$ cat src/rtl/i2c_write_arbiter.sv
// Two-requester arbiter in front of a shared I2C byte writer: captures one byte per
// requester, grants round-robin on ties, and abandons a granted write after TIMEOUT cycles.
module i2c_write_arbiter #(
  parameter int TIMEOUT = 20000
) (
  input  logic       clk_1MHz,
  input  logic       rst_n,
  input  logic       req0_ena,
  input  logic [7:0] req0_data,
  input  logic       req0_cmd_data,
  input  logic [6:0] req0_addr,
  output logic       req0_busy,
  output logic       req0_done,
  input  logic       req1_ena,
  input  logic [7:0] req1_data,
  input  logic       req1_cmd_data,
  input  logic [6:0] req1_addr,
  output logic       req1_busy,
  output logic       req1_done,
  output logic       wr_ena,
  output logic [7:0] wr_data,
  output logic       wr_cmd_data,
  output logic [6:0] wr_addr,
  input  logic       wr_done,
  output logic       timeout_err
);

  typedef enum logic [1:0] {
    S_IDLE    = 2'd0,
    S_ISSUE   = 2'd1,
    S_WAIT    = 2'd2,
    S_RELEASE = 2'd3
  } state_t;

  localparam logic [14:0] CNT_MAX = 15'(TIMEOUT - 1);

  state_t      state_q, state_d;
  logic [1:0]  pend_q, pend_d;
  logic [15:0] cap0_q, cap0_d;   // {cmd_data, addr, data}
  logic [15:0] cap1_q, cap1_d;
  logic [15:0] wr_q, wr_d;
  logic        g_q, g_d;
  logic        lg_q, lg_d;
  logic [14:0] cnt_q, cnt_d;
  logic        to_q, to_d;
  logic        wr_ena_q, wr_ena_d;
  logic        done0_q, done0_d;
  logic        done1_q, done1_d;
  logic        terr_q, terr_d;
  logic        rel0_s, rel1_s;

  assign rel0_s = (state_q == S_RELEASE) && (g_q == 1'b0);
  assign rel1_s = (state_q == S_RELEASE) && (g_q == 1'b1);

  // A new request in the releasing cycle of the same requester beats the clear.
  always_comb begin
    pend_d = pend_q;
    cap0_d = cap0_q;
    cap1_d = cap1_q;
    if (req0_ena && (!pend_q[0] || rel0_s)) begin
      cap0_d    = {req0_cmd_data, req0_addr, req0_data};
      pend_d[0] = 1'b1;
    end else if (rel0_s) begin
      pend_d[0] = 1'b0;
    end else begin
      pend_d[0] = pend_q[0];
    end
    if (req1_ena && (!pend_q[1] || rel1_s)) begin
      cap1_d    = {req1_cmd_data, req1_addr, req1_data};
      pend_d[1] = 1'b1;
    end else if (rel1_s) begin
      pend_d[1] = 1'b0;
    end else begin
      pend_d[1] = pend_q[1];
    end
  end

  always_comb begin
    state_d = state_q;
    g_d     = g_q;
    lg_d    = lg_q;
    cnt_d   = 15'd0;
    to_d    = to_q;
    wr_d    = wr_q;
    case (state_q)
      S_IDLE: begin
        to_d = 1'b0;
        if (pend_q != 2'b00) begin
          state_d = S_ISSUE;
          if (pend_q == 2'b11) begin
            g_d = ~lg_q;
          end else begin
            g_d = pend_q[1];
          end
          wr_d = g_d ? cap1_q : cap0_q;
        end else begin
          state_d = S_IDLE;
        end
      end
      S_ISSUE: begin
        lg_d    = g_q;
        state_d = S_WAIT;
      end
      S_WAIT: begin
        if (wr_done) begin
          state_d = S_RELEASE;
          to_d    = 1'b0;
        end else if (cnt_q == CNT_MAX) begin
          state_d = S_RELEASE;
          to_d    = 1'b1;
        end else begin
          cnt_d = cnt_q + 15'd1;
        end
      end
      S_RELEASE: begin
        state_d = S_IDLE;
      end
      default: begin
        state_d = S_IDLE;
      end
    endcase
    wr_ena_d = (state_d == S_ISSUE);
    done0_d  = (state_d == S_RELEASE) && (g_d == 1'b0);
    done1_d  = (state_d == S_RELEASE) && (g_d == 1'b1);
    terr_d   = (state_d == S_RELEASE) && to_d;
  end

  // State, capture and output registers; lg resets to 1 so requester 0 wins the first tie.
  always_ff @(posedge clk_1MHz or negedge rst_n) begin
    if (!rst_n) begin
      state_q  <= S_IDLE;
      pend_q   <= 2'b00;
      cap0_q   <= 16'h0000;
      cap1_q   <= 16'h0000;
      wr_q     <= 16'h0000;
      g_q      <= 1'b0;
      lg_q     <= 1'b1;
      cnt_q    <= 15'd0;
      to_q     <= 1'b0;
      wr_ena_q <= 1'b0;
      done0_q  <= 1'b0;
      done1_q  <= 1'b0;
      terr_q   <= 1'b0;
    end else begin
      state_q  <= state_d;
      pend_q   <= pend_d;
      cap0_q   <= cap0_d;
      cap1_q   <= cap1_d;
      wr_q     <= wr_d;
      g_q      <= g_d;
      lg_q     <= lg_d;
      cnt_q    <= cnt_d;
      to_q     <= to_d;
      wr_ena_q <= wr_ena_d;
      done0_q  <= done0_d;
      done1_q  <= done1_d;
      terr_q   <= terr_d;
    end
  end

  assign req0_busy   = pend_q[0];
  assign req1_busy   = pend_q[1];
  assign req0_done   = done0_q;
  assign req1_done   = done1_q;
  assign wr_ena      = wr_ena_q;
  assign wr_cmd_data = wr_q[15];
  assign wr_addr     = wr_q[14:8];
  assign wr_data     = wr_q[7:0];
  assign timeout_err = terr_q;

endmodule

$ cat config.mk
export PLATFORM = sky130hd
export DESIGN_NAME = i2c_write_arbiter
export DESIGN_NICKNAME = d
export VERILOG_FILES = /design/src/rtl/i2c_write_arbiter.sv
export SDC_FILE = /design/constraint.sdc
export NUM_CORES = 1
export LEC_CHECK = 0
export ABC_AREA = 0
export BUFFER_PORTS_ARGS = -buffer_cell sky130_fd_sc_hd__buf_2
export CORE_MARGIN = 8
export CORE_UTILIZATION = 23
export CTS_BUF_LIST = sky130_fd_sc_hd__clkbuf_16
export DETAILED_ROUTE_END_ITERATION = 6
export PLACE_DENSITY = 0.43
export SLEW_MARGIN = 0
export SYNTH_ARGS = -nofsm -noshare
export SYNTH_HDL_FRONTEND = slang
export SYNTH_SLANG_ARGS = --single-unit
$ cat constraint.sdc
create_clock -name clk_1MHz -period 3 [get_ports clk_1MHz]
set_input_delay 0.6 -clock clk_1MHz [delete_from_list [all_inputs] [get_ports clk_1MHz]]
set_output_delay 0.6 -clock clk_1MHz [all_outputs]
set_load 0.02 [all_outputs]
==> results.json, run 1 <==
{
  "htreeDepth": 3,
  "required_ns": 3.20,
  "max_stage_delay_ns": 0.57,
  "die_y_microns": 133.4,
  "wl_per_cell_microns": 13.52,
  "critPathLaunch": "state_q[0]",
  "worst-r2r-setup-slack_ns": 1.14,
  "rows": 43,
  "antenna_cells": 0,
  "nNetsFinal": 355,
  "post-route-period-util": 0.6196,
  "power_frac_seq": 0.416,
  "synth_top_area_cell": "dfrtp_1",
  "ant_nets": 0,
  "gp_congestion": 0.6738,
  "crit_path_end_kind": "flip-flop",
  "netlist_area_sq_mm": 0.003169,
  "swShare": 0.3342,
  "p_comb_frac": 0.350,
  "grt_pass1_wl_microns": 11120,
  "startpoint_type": "flip-flop",
  "ys_ff_latch": 74,
  "holdWs_ns": 0.4274,
  "slew_violations": 0,
  "powerDensity_mw_per_mm2": 985.3,
  "area_growth_syn_to_layout_pct": 22.27,
  "routed_wl_microns": 6691,
  "firstDrtPassIters": 4,
  "drc": 0,
  "setup_violations": 0,
  "hold_class": "in -> async",
  "reg2reg_to": "cap1_q[14]",
  "relSlewSlack": 0.3645,
  "p_sw_uw": 1276,
  "yosysWarnings": 0,
  "core_area_sq_mm": 0.01367,
  "cpMostUsedCell": "nand2_1",
  "setup_tns_ns": 0,
  "yosysMostFrequentCell": "dfrtp_1",
  "p_clk_frac": 0.234,
  "cts_resized": 0,
  "path_clk_slew_ns": 0.05,
  "status": "finished, final reports clean",
  "die_area_sq_mm": 0.01779,
  "synth_common_cells": "dfrtp_1, mux2_2, nand2_1",
  "final_layout_size_suffix_gt1_frac": 0.3587,
  "die_w_microns": 133.4,
  "r2r_start": "state_q[0]",
  "post-cts-setup-buffers": 0,
  "path_cells": "ha_1 -> nand2_1 -> nand2_1 -> nand2_1 -> mux2_2",
  "grt_overflow_total": 0,
  "cp-endpoint": "cap1_q[14]",
  "synth.avg_cell_area_sq_um": 12.53,
  "ys.flop_type": "dfrtp_1",
  "netlist_instances": 253,
  "portBuffers": 58,
  "worstMarginPinSlew_ns": 0.9533,
  "drt_iter0_drc": 96,
  "clockRootBuffer": "clkbuf_16",
  "peakVddDrop_mv": 0.2403,
  "numCtsBuffers": 9,
  "dp_hpwl_microns": 4541,
  "rsz0062_at_grt": "no",
  "cts_tree": "built",
  "cap_violations": 0,
  "max_freq_mhz": 538.0,
  "synthArstFlopShare": 1.000,
  "clock_skew_ns": 0.007155,
  "internal_power_uw": 2542,
  "vias": 2007,
  "fin_crit_ns": 1.859,
  "viasPerCell": 4.055,
  "grt_max_degree": 75,
  "fillCellCount": 1419,
  "synth_edf_count": 0,
  "worstPathMaxFanout": 16,
  "yosysUniqueCellTypes": 35,
  "hold_buffers": 0,
  "p_leak_uw": 0.001797,
  "yosys-top-cells-area": "dfrtp_1, mux2_2, mux2i_1, nand2_1, o21ai_0",
  "clock_sinks": 74,
  "synth_top_area_frac": 0.5764,
  "insertion_delay_ns": 0.32,
  "rr_worst_depth": 5,
  "timing_hold_violations_final": 0,
  "ios": 59,
  "antenna_found_initial": 0,
  "yosysSeqAreaShare": 0.5847,
  "grt_pass1_vias": 2181,
  "crit_type": "reg -> reg",
  "start_util": 0.2319,
  "critical_path_arrival_ns": 2.06,
  "syn_nets": 295,
  "slowest_stage": "nand2_1",
  "clk_path_buf_depth": 2,
  "grtUsageTotal": 0.07857
}
[how the worst min path moves through the flow]
stage	depth (start not counted)	to	slack, ns	startpoint
6_report	1	wr_q[3]	0.43	rst_n
5_1_grt	2	pend_q[1]	0.48	req1_ena
4_1_cts	2	pend_q[0]	0.46	req0_ena
3_5_place_dp	2	wr_q[6]	0.47	wr_q[6]
3_3_place_gp	2	wr_q[4]	0.46	wr_q[4]
2_1_floorplan	0	cap0_q[0]	0.30	rst_n
[sequential cells by signal, indices dropped and copies added, names as in the netlist]
signal	flops
cnt_q	15
wr_q	16
cap0_q	16
pend_q	2
req1_done	1
g_q	1
timeout_err	1
wr_ena	1
state_q	2
req0_done	1
to_q	1
lg_q	1
cap1_q	16
[per-stage QoR]
stage / instance area, sq um / cells / utilization / power, uW / worst slack, ns
global route: 3875 / 495 / 0.2836 / 4116 / 1.004
global placement: 3633 / 482 / 0.2659 / 2957 / 1.128
floorplan: 3169 / 253 / - / 2590 / 1.384
detailed placement: 3633 / 482 / 0.2659 / 2988 / 1.077
finish: 3875 / 495 / 0.2836 / 3818 / 1.141
CTS: 3875 / 495 / 0.2836 / 3910 / 1.065
[area by class of cell]
cell class / instances / area (sq um) / share of cell area
tap: 180 / 225.2 / 0.05812
clock buffer: 9 / 225.2 / 0.05812
sequential: 74 / 1853 / 0.4782
multi-input combinational: 161 / 1217 / 0.3142
timing repair buffer: 61 / 315.3 / 0.08137
clock inverter: 4 / 16.27 / 0.004198
inverter: 6 / 22.52 / 0.005812
[critical path: cells and delay by family (launching register included)]
| family | cells | cell delay, ns |
|---|---|---|
| fa+ha+maj | 1 | 0.22 |
| flops | 1 | 0.41 |
| mux | 1 | 0.41 |
| simple gates | 3 | 0.69 |
[power by group through the flow]
stage,Clock [uW],Sequential (uW),Combinational (uW)
after floorplan,0,1710,883
after global placement,0,1600,1350
after global routing,981,1640,1490
after detailed placement,0,1610,1380
after CTS,937,1600,1380
final,895,1590,1340
[cells by family after synthesis]
logic type,synth area share
simple gates,0.1153
flops,0.5847
fa+ha+maj,0.01974
compound gates,0.04303
xor+xnor,0.03593
buf+inv,0.03355
mux,0.1678
[per-layer routing]
metal / up-vias / routed length (microns) / track usage
met2: 42 / 3041 / 0.1240
met1: 971 / 3176 / 0.09503
met3: 5 / 402 / 0.02748
met5: - / 0 / 0
li1: 989 / - / -
met4: 0 / 71 / 0.03369
[placed cells by master, fill, tap and decap left out, types with 4 or more instances in the layout]
master	instances
buf_2	57
buf_4	4
clkbuf_16	9
dfrtp_1	73
ha_1	5
inv_1	9
mux2_2	33
mux2i_1	16
nand2_1	24
nand3_1	4
nand4_1	5
nor2_1	18
o21ai_0	17
xnor2_1	6
xor2_1	7
(Power assumes the default switching activity.)
==> run 2: changes to the inputs <==
Settings changed: PLACE_DENSITY 0.43 to 0.44.
Clock period 3 ns to 1.62 ns, I/O delays scaled along.
==> results.json, run 2 (same netlist as run 1, synthesis figures left out) <==
{
  "antenna_found_initial": 0,
  "ios": 59,
  "clockRootBuffer": "clkbuf_16",
  "htreeDepth": 3,
  "gp_congestion": 0.6983,
  "final_common_cell": "dfrtp_1",
  "nNetsFinal": 362,
  "viasPerCell": 4.083,
  "p_comb_frac": 0.342,
  "die_area_sq_mm": 0.01779,
  "grt_util_met1": 0.09979,
  "p_leak_uw": 0.001879,
  "grtUsageTotal": 0.08021,
  "powerDensity_mw_per_mm2": 1918,
  "relSlewSlack": 0.7337,
  "reg2reg_to": "req1_done",
  "rr_worst_depth": 6,
  "hold_buffers": 0,
  "vias": 2058,
  "antenna_cells": 0,
  "grt_overflow_total": 0,
  "numCtsBuffers": 9,
  "hold_class": "in -> async",
  "swShare": 0.3165,
  "grt_pass1_wl_microns": 11390,
  "routed_wl_microns": 6850,
  "clock_skew_ns": 0.005683,
  "dp_hpwl_microns": 4641,
  "worst-r2r-setup-slack_ns": 0.08,
  "power_frac_seq": 0.373,
  "internal_power_uw": 5370,
  "fin_crit_ns": 1.541,
  "p_clk_frac": 0.285,
  "ant_nets": 0,
  "peakVddDrop_mv": 0.6328,
  "r2r_start": "state_q[0]",
  "setup_violations": 0,
  "drc": 0,
  "clock_sinks": 74,
  "met2_usage": 0.1223,
  "final_cell_mix": "dfrtp_1, buf_2, mux2_2, nand2_1, nor2_1",
  "fillCellCount": 1411,
  "die_w_microns": 133.4,
  "area_growth_syn_to_layout_pct": 29.25,
  "drt_iter0_drc": 144,
  "rows": 43,
  "critical_path_arrival_ns": 1.76,
  "worstPathMaxFanout": 4,
  "path_clk_slew_ns": 0.06,
  "max_freq_mhz": 648.9,
  "power_uw": 7857,
  "insertion_delay_ns": 0.33,
  "wl_per_cell_microns": 13.59,
  "portBuffers": 58,
  "start_util": 0.2319,
  "slew_violations": 0,
  "firstDrtPassIters": 4,
  "cts_tree": "built",
  "cap_violations": 0,
  "top_usage_layer": "met2",
  "crit_type": "reg -> reg",
  "startpoint_type": "flip-flop",
  "crit_path_end_kind": "flip-flop",
  "largest_registers": "cap0_q: 16 flops, cap1_q: 16 flops, wr_q: 16 flops",
  "critPathLaunch": "state_q[0]",
  "core_area_sq_mm": 0.01367,
  "die_y_microns": 133.4,
  "post-cts-setup-buffers": 0,
  "grt_use_met3": 0.03087,
  "timing_hold_violations_final": 0,
  "clk_path_buf_depth": 2,
  "worstMarginPinSlew_ns": 0.3994,
  "grt_pass1_vias": 2170,
  "p_sw_uw": 2486,
  "rsz0062_at_grt": "no",
  "grt_max_degree": 75,
  "final_layout_size_suffix_gt1_frac": 0.3951,
  "required_ns": 1.84,
  "status": "finished, final reports clean",
  "cp-endpoint": "req1_done",
  "post-route-period-util": 0.9513,
  "setup_tns_ns": 0
}
-- run 2: changes by cell type in the layout (fill, tap and decap cells not counted), sizes merged --
cell,delta
buf,+6
bufinv,+3
clkinv,+1
clkinvlp,+1
inv,-3
nand2b,+1
-- run 2: worst min-delay path by stage --
stage | to | start | slack (ns) | cells after the start
finish | cap0_q[0] | rst_n | 0.02 | 2
global route | cap1_q[0] | rst_n | 0.04 | 2
global placement | cap1_q[1] | rst_n | 0.38 | 2
floorplan | cap0_q[0] | rst_n | 0.03 | 0
CTS | cap1_q[0] | rst_n | 0.02 | 2
detailed placement | cap1_q[0] | rst_n | 0.38 | 2
-- run 2: area by class of cell --
| type | count | area, sq um | share of cell area |
|---|---|---|---|
| sequential | 74 | 1853 | 0.4524 |
| multi-input combinational | 162 | 1241 | 0.3030 |
| timing repair buffer | 67 | 422.9 | 0.1032 |
| clock buffer | 9 | 225.2 | 0.05498 |
| tap | 180 | 225.2 | 0.05498 |
| clock inverter | 6 | 106.4 | 0.02596 |
| inverter | 6 | 22.52 | 0.005498 |
-- run 2: power groups by stage --
stage | clock network, uW | registers [uW] | logic [uW]
global placement | 0 | 2960 | 2670
finish | 2240 | 2930 | 2690
CTS | 2300 | 2940 | 2720
floorplan | 0 | 3160 | 1640
global route | 2380 | 3040 | 2980
detailed placement | 0 | 2980 | 2710
-- run 2: metrics by stage --
stage	instances	util	cell area [sq um]	hold WS [ns]	setup WS, ns
after CTS	503	0.2980	4073	0.02017	0.03872
after floorplan	253	-	3169	0.02841	0.003903
after detailed placement	488	0.2738	3741	0.3799	0.05211
final	504	0.2998	4096	0.01561	0.07882
after global routing	504	0.2998	4096	0.04007	0.003191
after global placement	488	0.2738	3741	0.3824	0.06191
-- run 2: layer usage --
layer	routed length, microns	up-vias
met5	0	-
met4	106	0
met3	415	9
met2	3124	49
met1	3204	995
li1	-	1005
-- run 2: timing repair --
| item | in CTS | in global routing |
|---|---|---|
| hold endpoints to repair | 0 | 0 |
| endpoints found under the setup margin | 0 | 27 |
| resized for setup | 0 | 6 |
-- run 2: worst max-delay path, stage by stage, from the launching register on --
cell and delay, ns:
dfrtp_1 0.39, buf_4 0.15, inv_1 0.07, ha_2 0.22, o21ai_2 0.11, a22o_1 0.30, and3_1 0.19
==> run 3: changes to the inputs <==
Settings changed: SETUP_SLACK_MARGIN from default to 0.2.
==> results.json, run 3 (same netlist as run 1, synthesis figures left out) <==
{
  "status": "finished, final reports clean",
  "startpoint_type": "flip-flop",
  "die_w_microns": 133.4,
  "clk_path_buf_depth": 2,
  "grt_util_met1": 0.1113,
  "path_depth": 4,
  "max_freq_mhz": 675.4,
  "cp-endpoint": "cnt_q[5]",
  "critPathLaunch": "cnt_q[6]",
  "path_clk_slew_ns": 0.07,
  "final_common_cell": "dfrtp_1",
  "post-route-period-util": 0.9140,
  "met2_usage": 0.1419,
  "required_ns": 1.83,
  "dp_hpwl_microns": 5068,
  "clock_sinks": 74,
  "nNetsFinal": 368,
  "grt_pass1_vias": 2387,
  "final_cell_mix": "dfrtp_1, buf_2, mux2_4, nand2_1",
  "grt_pass1_wl_microns": 12630,
  "crit_buf_inv": 0,
  "seqCellArea_sq_mm": 0.001857,
  "critical_path_arrival_ns": 1.69,
  "routed_wl_microns": 7698,
  "setup_violations": 0,
  "hold_class": "in -> async",
  "clockRootBuffer": "clkbuf_16",
  "drc": 0,
  "ios": 59,
  "worstMarginPinSlew_ns": 0.4063,
  "fin_crit_ns": 1.481,
  "gp_congestion": 0.7199,
  "grt_overflow_total": 0,
  "fillCellCount": 1409,
  "viasPerCell": 4.231,
  "ant_nets": 0,
  "crit_path_end_kind": "flip-flop",
  "clock_skew_ns": 0.009230,
  "relSlewSlack": 0.7291,
  "p_leak_uw": 0.002007,
  "wl_per_cell_microns": 15.06,
  "cts_tree": "built",
  "crit_type": "reg -> reg",
  "core_area_sq_mm": 0.01367,
  "numCtsBuffers": 9,
  "holdWs_ns": 0.001290,
  "reg2reg_to": "cnt_q[5]",
  "antenna_found_initial": 0,
  "grt_max_degree": 75,
  "insertion_delay_ns": 0.33,
  "drt_iter0_drc": 67,
  "area_growth_syn_to_layout_pct": 38.65,
  "die_area_sq_mm": 0.01779,
  "die_y_microns": 133.4,
  "rows": 43,
  "antenna_cells": 0,
  "rsz0062_at_grt": "yes",
  "top_usage_layer": "met2",
  "multi_input_area_sq_mm": 0.001534,
  "portBuffers": 58,
  "path_cells": "nor4_4 -> and4_4 -> nand2b_4 -> nor2_1",
  "max_stage_delay_ns": 0.46,
  "final_layout_size_suffix_gt1_frac": 0.5015,
  "rr_worst_depth": 4,
  "setup_tns_ns": 0,
  "worstPathMaxFanout": 8,
  "worst-r2r-setup-slack_ns": 0.14,
  "r2r_start": "cnt_q[6]",
  "grtUsageTotal": 0.08869,
  "timing_hold_violations_final": 0,
  "cap_violations": 0,
  "grt_use_met3": 0.02447,
  "slowest_stage": "dfrtp_2",
  "peakVddDrop_mv": 0.7686,
  "htreeDepth": 3,
  "vias": 2162,
  "powerDensity_mw_per_mm2": 1903,
  "hold_buffers": 0,
  "cp_top_family": "simple AND/OR/NAND/NOR gates",
  "start_util": 0.2319,
  "firstDrtPassIters": 4,
  "slew_violations": 0,
  "largest_registers": "cap0_q: 16 flops, cap1_q: 16 flops, wr_q: 16 flops"
}
-- run 3: how the worst min path moves through the flow --
stage                             to  slack (ns)  cells past startpoint
after floorplan            cap0_q[0]        0.03                      0
after global placement      wr_q[13]        0.39                      2
after detailed placement  cap1_q[12]        0.40                      2
after CTS                 cap1_q[12]        0.03                      2
after global routing        wr_q[13]        0.03                      2
final                     cap1_q[12]       0.001                      2
-- run 3: per-stage QoR --
stage          cells  power [uW]    util  setup WS [ns]  instance area [sq um]
2_1_floorplan    253        5056       -        0.08849                   3283
3_5_place_dp     489        5899  0.2777        0.07180                   3795
6_report         511        8364  0.3216         0.1393                   4394
3_3_place_gp     489        5849  0.2777        0.08990                   3795
5_1_grt          511        8941  0.3216        0.04852                   4394
4_1_cts          509        8166  0.3075         0.1328                   4203
-- run 3: cell type report --
| type | count | share of cell area |
|---|---|---|
| multi-input cells | 163 | 0.3491 |
| well taps | 180 | 0.05125 |
| inverters | 6 | 0.006264 |
| clock inverters | 7 | 0.01737 |
| flip-flops and latches | 74 | 0.4226 |
| clock buffers | 9 | 0.05125 |
| repair buffers | 72 | 0.1022 |
-- run 3: timing repair --
action,4_1_cts,5_1_grt
endpoints found under the setup margin,64,67
gates cloned,2,0
gates resized for setup,16,46
pin swaps,4,15
buffers inserted,2,2
-- run 3: worst reg2reg max path, stage by stage, from the launching register on --
cell      delay, ns
dfrtp_2        0.46
nor4_4         0.29
and4_4         0.29
nand2b_4       0.26
nor2_1         0.07
-- run 3: report_power, final --
group | internal (uW) | switching, uW
combinational | 1720 | 1640
sequential | 2570 | 415
clock | 1210 | 809
-- run 3: metal layers --
layer	routed length, microns	part of all wire
met5	0	0
met3	273	0.035
met4	114	0.015
met2	3790	0.49
met1	3518	0.46
